[src/rtl/multicycle_control.sv]
`default_nettype none
//==============================================================================
// Module      : multicycle_control
// Description : Multicycle MIPS-style control FSM (FETCH/DECODE/EXEC/MEM/WB/TRAP)
// Revision    : 1.0 - initial release
//==============================================================================
module multicycle_control #(
    parameter int MEM_TIMEOUT = 15,
    parameter int BYTE_OPS    = 1
) (
    input  logic       clk_in,
    input  logic       reset_n_in,
    input  logic [5:0] opcode_in,
    input  logic [5:0] func_in,
    input  logic [4:0] code_in,
    input  logic       imem_ready_in,
    input  logic       mem_ready_in,
    output logic       pc_enable_out,
    output logic       ir_we_out,
    output logic       regfile_we_out,
    output logic       alu_mux_select_out,
    output logic [5:0] alu_func_out,
    output logic       data_mem_re_out,
    output logic       data_mem_we_out,
    output logic [1:0] data_mem_size_out,
    output logic       data_mem_mux_select_out,
    output logic       signed_out,
    output logic       branch_out,
    output logic       jump_out,
    output logic       link_out,
    output logic       trap_out,
    output logic [2:0] state_out
);

    localparam logic [2:0] c_st_fetch  = 3'd0;
    localparam logic [2:0] c_st_decode = 3'd1;
    localparam logic [2:0] c_st_exec   = 3'd2;
    localparam logic [2:0] c_st_mem    = 3'd3;
    localparam logic [2:0] c_st_wb     = 3'd4;
    localparam logic [2:0] c_st_trap   = 3'd5;

    localparam logic [5:0] c_op_rtype  = 6'b000000;
    localparam logic [5:0] c_op_regimm = 6'b000001;
    localparam logic [5:0] c_op_j      = 6'b000010;
    localparam logic [5:0] c_op_jal    = 6'b000011;
    localparam logic [5:0] c_op_beq    = 6'b000100;
    localparam logic [5:0] c_op_bne    = 6'b000101;
    localparam logic [5:0] c_op_blez   = 6'b000110;
    localparam logic [5:0] c_op_bgtz   = 6'b000111;
    localparam logic [5:0] c_op_addi   = 6'b001000;
    localparam logic [5:0] c_op_addiu  = 6'b001001;
    localparam logic [5:0] c_op_slti   = 6'b001010;
    localparam logic [5:0] c_op_sltiu  = 6'b001011;
    localparam logic [5:0] c_op_andi   = 6'b001100;
    localparam logic [5:0] c_op_ori    = 6'b001101;
    localparam logic [5:0] c_op_xori   = 6'b001110;
    localparam logic [5:0] c_op_lui    = 6'b001111;
    localparam logic [5:0] c_op_lb     = 6'b100000;
    localparam logic [5:0] c_op_lh     = 6'b100001;
    localparam logic [5:0] c_op_lw     = 6'b100011;
    localparam logic [5:0] c_op_lbu    = 6'b100100;
    localparam logic [5:0] c_op_lhu    = 6'b100101;
    localparam logic [5:0] c_op_sb     = 6'b101000;
    localparam logic [5:0] c_op_sh     = 6'b101001;
    localparam logic [5:0] c_op_sw     = 6'b101011;

    localparam logic [5:0] c_fn_jr      = 6'b001000;
    localparam logic [5:0] c_fn_jalr    = 6'b001001;
    localparam logic [5:0] c_fn_syscall = 6'b001100;
    localparam logic [5:0] c_fn_break   = 6'b001101;
    localparam logic [5:0] c_fn_add     = 6'b100000;

    localparam logic [4:0] c_rt_bltz = 5'b00000;
    localparam logic [4:0] c_rt_bgez = 5'b00001;

    localparam logic [7:0] c_mem_last = 8'(MEM_TIMEOUT - 1);

    logic [2:0] r_state;
    logic [2:0] w_state_nxt;
    logic [5:0] r_opcode;
    logic [5:0] r_func;
    logic [4:0] r_code;
    logic [7:0] r_mem_cnt;

    logic       w_is_rtype;
    logic       w_is_jr;
    logic       w_is_jalr;
    logic       w_is_load;
    logic       w_is_store;
    logic       w_is_branch;
    logic       w_is_jump;
    logic       w_is_link;
    logic       w_is_imm_alu;
    logic       w_exec_to_fetch;
    logic [5:0] w_exec_alu_func;

    logic       w_pc_enable;
    logic       w_ir_we;
    logic       w_regfile_we;
    logic       w_re;
    logic       w_we;

    function automatic logic f_legal(input logic [5:0] op, input logic [5:0] fn,
                                     input logic [4:0] code);
        logic ok;
        ok = 1'b0;
        case (op)
            c_op_rtype:  ok = (fn != c_fn_syscall) && (fn != c_fn_break);
            c_op_regimm: ok = (code == c_rt_bltz) || (code == c_rt_bgez);
            c_op_j, c_op_jal, c_op_beq, c_op_bne, c_op_blez, c_op_bgtz,
            c_op_addi, c_op_addiu, c_op_slti, c_op_sltiu,
            c_op_andi, c_op_ori, c_op_xori, c_op_lui,
            c_op_lw, c_op_sw:    ok = 1'b1;
            c_op_lb, c_op_lh, c_op_lbu, c_op_lhu,
            c_op_sb, c_op_sh:    ok = (BYTE_OPS != 0);
            default:             ok = 1'b0;
        endcase
        return ok;
    endfunction

    // Classification of the instruction latched in DECODE
    assign w_is_rtype      = (r_opcode == c_op_rtype);
    assign w_is_jr         = w_is_rtype && (r_func == c_fn_jr);
    assign w_is_jalr       = w_is_rtype && (r_func == c_fn_jalr);
    assign w_is_load       = r_opcode inside {c_op_lw, c_op_lb, c_op_lh, c_op_lbu, c_op_lhu};
    assign w_is_store      = r_opcode inside {c_op_sw, c_op_sb, c_op_sh};
    assign w_is_branch     = r_opcode inside {c_op_regimm, c_op_beq, c_op_bne, c_op_blez, c_op_bgtz};
    assign w_is_jump       = (r_opcode == c_op_j) || (r_opcode == c_op_jal) || w_is_jr || w_is_jalr;
    assign w_is_link       = (r_opcode == c_op_jal) || w_is_jalr;
    assign w_is_imm_alu    = r_opcode inside {c_op_addi, c_op_addiu, c_op_slti, c_op_sltiu,
                                              c_op_andi, c_op_ori, c_op_xori, c_op_lui};
    assign w_exec_to_fetch = w_is_branch || (r_opcode == c_op_j) || w_is_jr;

    always_comb begin
        w_exec_alu_func = c_fn_add;
        case (r_opcode)
            c_op_rtype:  w_exec_alu_func = r_func;
            c_op_regimm: w_exec_alu_func = (r_code == c_rt_bgez) ? 6'b111001 : 6'b111000;
            c_op_andi:   w_exec_alu_func = 6'b100100;
            c_op_ori:    w_exec_alu_func = 6'b100101;
            c_op_xori:   w_exec_alu_func = 6'b100110;
            c_op_slti:   w_exec_alu_func = 6'b101000;
            c_op_sltiu:  w_exec_alu_func = 6'b101001;
            c_op_beq:    w_exec_alu_func = 6'b111100;
            c_op_bne:    w_exec_alu_func = 6'b111101;
            c_op_blez:   w_exec_alu_func = 6'b111110;
            c_op_bgtz:   w_exec_alu_func = 6'b111111;
            default:     w_exec_alu_func = c_fn_add;
        endcase
    end

    always_comb begin
        w_state_nxt = r_state;
        case (r_state)
            c_st_fetch:  if (imem_ready_in) w_state_nxt = c_st_decode;
            c_st_decode: w_state_nxt = f_legal(opcode_in, func_in, code_in) ? c_st_exec : c_st_trap;
            c_st_exec: begin
                if (w_is_load || w_is_store)
                    w_state_nxt = c_st_mem;
                else if (w_exec_to_fetch)
                    w_state_nxt = c_st_fetch;
                else
                    w_state_nxt = c_st_wb;
            end
            c_st_mem: begin
                // A completion on the last allowed cycle takes priority over the timeout
                if (mem_ready_in)
                    w_state_nxt = w_is_load ? c_st_wb : c_st_fetch;
                else if (r_mem_cnt == c_mem_last)
                    w_state_nxt = c_st_trap;
            end
            c_st_wb:     w_state_nxt = c_st_fetch;
            c_st_trap:   w_state_nxt = c_st_trap;
            default:     w_state_nxt = c_st_trap;
        endcase
    end

    always_ff @(posedge clk_in or negedge reset_n_in) begin
        if (!reset_n_in) begin
            r_state   <= c_st_fetch;
            r_opcode  <= 6'b000000;
            r_func    <= 6'b000000;
            r_code    <= 5'b00000;
            r_mem_cnt <= 8'd0;
        end else begin
            r_state <= w_state_nxt;
            if (r_state == c_st_decode) begin
                r_opcode <= opcode_in;
                r_func   <= func_in;
                r_code   <= code_in;
            end
            if (r_state != c_st_mem)
                r_mem_cnt <= 8'd0;
            else if (!mem_ready_in)
                r_mem_cnt <= r_mem_cnt + 8'd1;
        end
    end

    always_comb begin
        w_pc_enable             = 1'b0;
        w_ir_we                 = 1'b0;
        w_regfile_we            = 1'b0;
        w_re                    = 1'b0;
        w_we                    = 1'b0;
        alu_mux_select_out      = 1'b0;
        alu_func_out            = c_fn_add;
        data_mem_size_out       = 2'b11;
        data_mem_mux_select_out = 1'b0;
        signed_out              = 1'b1;
        branch_out              = 1'b0;
        jump_out                = 1'b0;
        link_out                = 1'b0;
        trap_out                = 1'b0;
        case (r_state)
            c_st_fetch: w_ir_we = imem_ready_in;
            c_st_exec: begin
                alu_mux_select_out = w_is_imm_alu || w_is_load || w_is_store;
                alu_func_out       = w_exec_alu_func;
                branch_out         = w_is_branch;
                jump_out           = w_is_jump;
                w_pc_enable        = w_exec_to_fetch;
            end
            c_st_mem: begin
                w_re        = w_is_load;
                w_we        = w_is_store;
                w_pc_enable = w_is_store && mem_ready_in;
                signed_out  = !((r_opcode == c_op_lbu) || (r_opcode == c_op_lhu));
                if (r_opcode inside {c_op_lb, c_op_lbu, c_op_sb})
                    data_mem_size_out = 2'b00;
                else if (r_opcode inside {c_op_lh, c_op_lhu, c_op_sh})
                    data_mem_size_out = 2'b01;
            end
            c_st_wb: begin
                w_regfile_we            = 1'b1;
                w_pc_enable             = 1'b1;
                data_mem_mux_select_out = w_is_load;
                link_out                = w_is_link;
            end
            c_st_trap: trap_out = 1'b1;
            default: ;
        endcase
    end

    // Strobes are forced low while reset is held, independent of the clock
    assign pc_enable_out   = w_pc_enable  & reset_n_in;
    assign ir_we_out       = w_ir_we      & reset_n_in;
    assign regfile_we_out  = w_regfile_we & reset_n_in;
    assign data_mem_re_out = w_re         & reset_n_in;
    assign data_mem_we_out = w_we         & reset_n_in;
    assign state_out       = r_state;

endmodule
`default_nettype wire
[config.mk]
export PLATFORM = sky130hd
export DESIGN_NAME = multicycle_control
export DESIGN_NICKNAME = d
export VERILOG_FILES = /design/src/rtl/multicycle_control.sv
export SDC_FILE = /design/constraint.sdc
export NUM_CORES = 1
export LEC_CHECK = 0
export BUFFER_PORTS_ARGS = -buffer_cell sky130_fd_sc_hd__buf_4
export CAP_MARGIN = 30
export CORE_MARGIN = 5
export CORE_UTILIZATION = 53
export DETAILED_ROUTE_END_ITERATION = 10
export HOLD_SLACK_MARGIN = 0.12
export PLACE_DENSITY = 0.79
export SYNTH_ARGS = -nofsm -noshare
export SYNTH_HDL_FRONTEND = slang
export SYNTH_SLANG_ARGS = --single-unit
[constraint.sdc]
create_clock -name clk_in -period 2.52 [get_ports clk_in]
set_input_delay 0.378 -clock clk_in [delete_from_list [all_inputs] [get_ports clk_in]]
set_output_delay 0.378 -clock clk_in [all_outputs]
set_load 0.03 [all_outputs]
# Yosys cells after proc, flatten, opt, wreduce, memory -nomap -nowiden
# Cells that the tools add are included.
[op_classes] reduce_logical=28 addsub=1 n_eq_ne=62 bitwise=5 muxes=30
[op_table] cell="== test 6 x 4 -> 1 bit (second input constant)" n=18
[op_table] cell="== test 6 bit (second input constant)" n=16
[op_table] cell="case mux 6 bit (11 select lines)" n=1
[op_table] cell="== test 6 x 3 -> 1 bit (second input constant)" n=8
[op_table] cell="== test 6 x 2 -> 1 bit (second input constant)" n=4
[op_table] cell="OR reduction 22 bit" n=1
[op_table] cell="2-to-1 mux 3 bit" n=7
[op_table] cell="2-to-1 mux 8 bit" n=2
[op_table] cell="case mux 3 bit (5 select lines)" n=1
[op_table] cell="2-to-1 mux 1 bit" n=13
[op_table] cell="== test 6 x 1 -> 1 bit (second input constant)" n=2
[op_table] cell="zero test 6 bit" n=2
[op_table] cell="!= test 6 x 4 -> 1 bit (second input constant)" n=2
[op_table] cell="logical OR 1 bit" n=11
[op_table] cell="== test 5 x 1 -> 1 bit (second input constant)" n=2
[op_table] cell="nonzero test 5 bit" n=2
[op_table] cell="nonzero test 3 bit" n=3
[op_table] cell="adder 8 x 1 -> 8 bit (second input constant)" n=1
[op_table] cell="== test 8 x 4 -> 1 bit (second input constant)" n=1
[op_table] cell="nonzero test 8 bit" n=1
[op_table] cell="== test 3 x 2 -> 1 bit (second input constant)" n=2
[op_table] cell="== test 3 bit (second input constant)" n=2
[op_table] cell="2-to-1 mux 2 bit" n=3
[op_table] cell="2-to-1 mux 6 bit" n=1
[op_table] cell="12 further kinds" n=20
[totals] out_inout_bits=23 in_bits=21 regBits=28

# Longest topological paths before layout
[depth] depth_word=7 ltp_mapped=7

# Worst setup path after synthesis
# Ideal clock, no wire load.
[synth_path] kind="reg-to-output" startpoint="reg r_func[4]" endpoint="out link_out" arrival_ns=1.907 stages_incl_launch_ff=5 path_buffers=0 slack_ns=0.235 required_time_ns=2.142 path_cell_list="dfrtp_1 or4b_4 nor4_4 a22oi_1 nor3_1"
[synth_via] elab_chain_cells=4
[synth_lines] item="start: declaration" line="81" source="logic [5:0] r_func;"
[synth_lines] item="start signal: assignment" line="189" source="r_func <= func_in;"
[synth_lines] item="== test 6 x 4 -> 1 bit" line="124" source="assign w_is_jalr = w_is_rtype && (r_func == c_fn_jalr);"
[synth_lines] item="logical AND 1 bit" line="124"
[synth_lines] item="logical OR 1 bit" line="129" source="assign w_is_link = (r_opcode == c_op_jal) || w_is_jalr;"
[synth_lines] item="2-to-1 mux 1 bit" line="214" source="case (r_state)"
[synth_lines] item="end: declaration" line="30" source="output logic link_out,"
# Every way passes these cells.

# Worst setup path in the final report
[layout_path] startpoint="reg r_func[4]" endpoint="out pc_enable_out"
[layout_via] elab_chain_cells=5
[layout_lines] item="== test 6 x 4 -> 1 bit" line="123" source="assign w_is_jr = w_is_rtype && (r_func == c_fn_jr);"
[layout_lines] item="logical AND 1 bit" line="123"
[layout_lines] item="logical OR 1 bit" line="132" source="assign w_exec_to_fetch = w_is_branch || (r_opcode == c_op_j) || w_is_jr;"
[layout_lines] item="case mux 1 bit (3 select lines)" line="214"
[layout_lines] item="bitwise AND 1 bit" line="245" source="assign pc_enable_out = w_pc_enable & reset_n_in;"
[layout_lines] item="end: declaration" line="18" source="output logic pc_enable_out,"
# Every way passes these cells.

==> summary.md <==
| Metric | Value |
|---|---|
| Status | `finished with violations` |
| Failing checks | `setup timing` |
| CTS clock-pin slew for the worst setup and hold paths | `~0.16 ns` |
| Commonest non-fill, non-tap cell in the layout | `buf_4` |
| Critical Path AT | `2.17 ns` |
| DR vias | `roughly 1600` |
| Cells after synthesis | `202` |
| Vias per inst | `5.708` |
| Detail Route Antenna Nets | `0` |
| Sequential fraction of the synthesis area | `39.22%` |
| CTS tree | `done` |
| Hold Worst Slack | `0.2372 ns` |
| Place WS | `0.3362 ns` |
| Peak supply drop | `between 500 and 600 uV` |
| Final hold vios | `0` |
| Crit start category | `flip-flop` |
| CP Class | `reg2out` |
| Setup violations, final | `2` |
| YS warnings | `0` |
| GPL Wtd Cong | `0.9141` |
| 1st-iter DRT viols | `208` |
| Most frequent cells in the layout | `45 x buf_4, 35 x nor2_1, 25 x dfrtp_1, 21 x nand2_1, 13 x mux2_2` |
| Setup Skew | `approximately 0.0075 ns` |
| Chip width | `68.06 um` |
| Top FF cell, synth | `dfrtp_1` |
| Fill cell count | `just under 300` |
| Fraction of layout cells with a size suffix above 1 | `30.58%` |
| CTS max path bufs | `2` |
| Starting density of the core | `53.97%` |
| DP Wirelength | `3.253 mm` |
| Fin crit share | `101.2%` |
| Ant diodes | `0` |
| Total CTS buffers | `3` |
| R2R setup slack | `0.70 ns` |
| CTS root buf | `clkbuf_4` |
| Area of the multi-input gates | `around 0.001 mm^2` |
| Period minus WS final | `around 2.6 ns` |
| Avg Cell Area, Syn | `around 8.8 um^2` |
| Sink Count | `28` |
| Storage element area | `704.4 um^2` |
| Post-synthesis cell type count | `53` |
| Tot Pwr | `0.002217 W` |
| Pleak | `0.9570 nW` |
| Highest Clock Rate | `roughly 400 MHz` |
| Top post-synthesis cells by area | `dfrtp_1 39%, mux2_2 8.2%, nor2_1 7.4%, nand2_1 4.4%, xor2_1 2.9%` |
| HP Class | `in2reg` |
| Final Util | `66.78%` |
| Share of the synthesized area in the top cell type | `39.22%` |
| Gr usage total | `20.11%` |
| Vias in the first global route | `1485` |
| Synthesis-stage register bit count | `28` |
| Slew Viols, Final | `0` |
| Setup_tns | `-0.03058 ns` |
| DRC Markers | `0` |
| Final WL | `4.251 mm` |
| Pre-antenna DRT Iters | `4` |
| Chip height | `a little under 70 um` |
| Ports | `44` |
| Max Cap Violations | `0` |
| Clk_lat worst skew | `0.34 ns` |
| Core ar. | `0.003311 mm^2` |
| Crit path required time | `2.14 ns` |
| # port buffers | `43` |
| Asr flop ratio synth | `100.0%` |
| Die area | `0.004632 mm^2` |
| Pin count of the biggest net entering global routing | `27` |
| Rows | `21` |
| Critical Path End Type | `output pin` |
| Global-route wire length before repair | `7.058 mm` |
| Final worst slack | `-0.03046 ns` |
| Pwr Density | `1003 mW/mm^2` |
| Grt ovf | `0` |
| Worst Tran Pin Value | `0.6906 ns` |
| Initial antenna violation count | `0` |
| Drt wl/cell | `14.76 um` |
| Cell Area, Synth | `0.001787 mm^2` |
| Area growth syn-to-layout | `23.74%` |
| CP max FO | `3` |
| RSZ-0062 raised after global routing | `true` |
| Post-synth EDFFs | `0` |
| Max_slew headroom | `53.76%` |
| Cell taking the most area after synthesis | `dfrtp_1` |
| Nets | `266` |
| Syn nets | `225` |
| H-Tree Depth | `1` |
==> routing by layer <==
metal / vias to the layer above / share of wire, % / global-route usage [%]
li1: 797 / - / -
met1: 793 / 44 / 27.89
met2: 47 / 48 / 32.37
met3: 7 / 5.8 / 2.791
met4: 0 / 1.6 / 6.452
met5: - / 0 / 0
==> final timing paths <==
kind                                  from       endpoint  depth (start not counted)
worst max-delay path             r_func[4]  pc_enable_out                          6
worst min-delay path            code_in[0]      r_code[0]                          2
worst max register to register   r_func[4]   state_out[2]                          5
worst min register to register   r_code[0]      r_code[0]                          1
max in group asynchronous       reset_n_in    r_opcode[1]                          3
min in group asynchronous       reset_n_in   state_out[0]                          2
==> state kept, by name (all words and copies together) (netlist names) <==
name,flops
r_mem_cnt,8
r_func,6
r_opcode,6
r_code,5
state_out,3
==> Yosys cell counts (all sizes together) (3+ instances only) <==
| library cell | n |
|---|---|
| nand2 | 21 |
| clkbuf | 4 |
| and3 | 4 |
| mux2 | 14 |
| nor2 | 35 |
| nand2b | 3 |
| buf | 7 |
| a21oi | 9 |
| inv | 6 |
| xor2 | 6 |
| nand3 | 4 |
| nor2b | 5 |
| nor3 | 3 |
| o211ai | 4 |
| o21ai | 8 |
| dfrtp | 28 |
| nor4 | 3 |
==> power by group <==
part	internal, W	switching [W]
Sequential	0.000618	0.000297
Combinational	0.000487	0.000515
Clock	0.000161	0.000139
Total	0.00127	0.000951
==> metrics by stage <==
stage	instance area, um^2	cells
after CTS	2197	287
after global routing	2211	288
after floorplan	1787	202
after global placement	2131	282
final	2211	288
after detailed placement	2131	282
==> cell type report <==
cell class	instances	area share, %
multi-input cells	157	45.90
clock buffers	3	1.019
flip-flops and latches	28	31.86
repair buffers	47	16.24
clock inverters	1	1.358
well taps	46	2.603
inverters	6	1.019
==> logic make-up (layout without fill, tap and decap cells) <==
logic type	after synthesis	after routing	share of synthesized area [%]
flip-flops	28	28	39.22
AND/OR/NAND/NOR	96	96	28.22
buffers and inverters	17	57	4.131
multiplexers	14	14	8.823
AO/OA/AOI/OAI	38	38	14.78
XOR/XNOR	7	7	3.431
adder cells (fa/ha/maj)	2	2	1.400
==> worst max-delay path, stage by stage (launching register included) <==
cell       delay (ns)
dfrtp_1          0.42
or4b_4           0.56
nor4_4           0.24
a2111oi_2        0.13
o211ai_1         0.19
and2_4           0.17
buf_6            0.12
==> repair_timing <==
action                                  4_1_cts  5_1_grt
endpoints found under the setup margin        1        7
pin swaps                                     0        1
hold endpoints to repair                     28        0
gates resized for setup                       1        4
setup buffers                                 0        1
hold buffers                                  1        0
No activity file was read; power rests on OpenSTA's default activity.
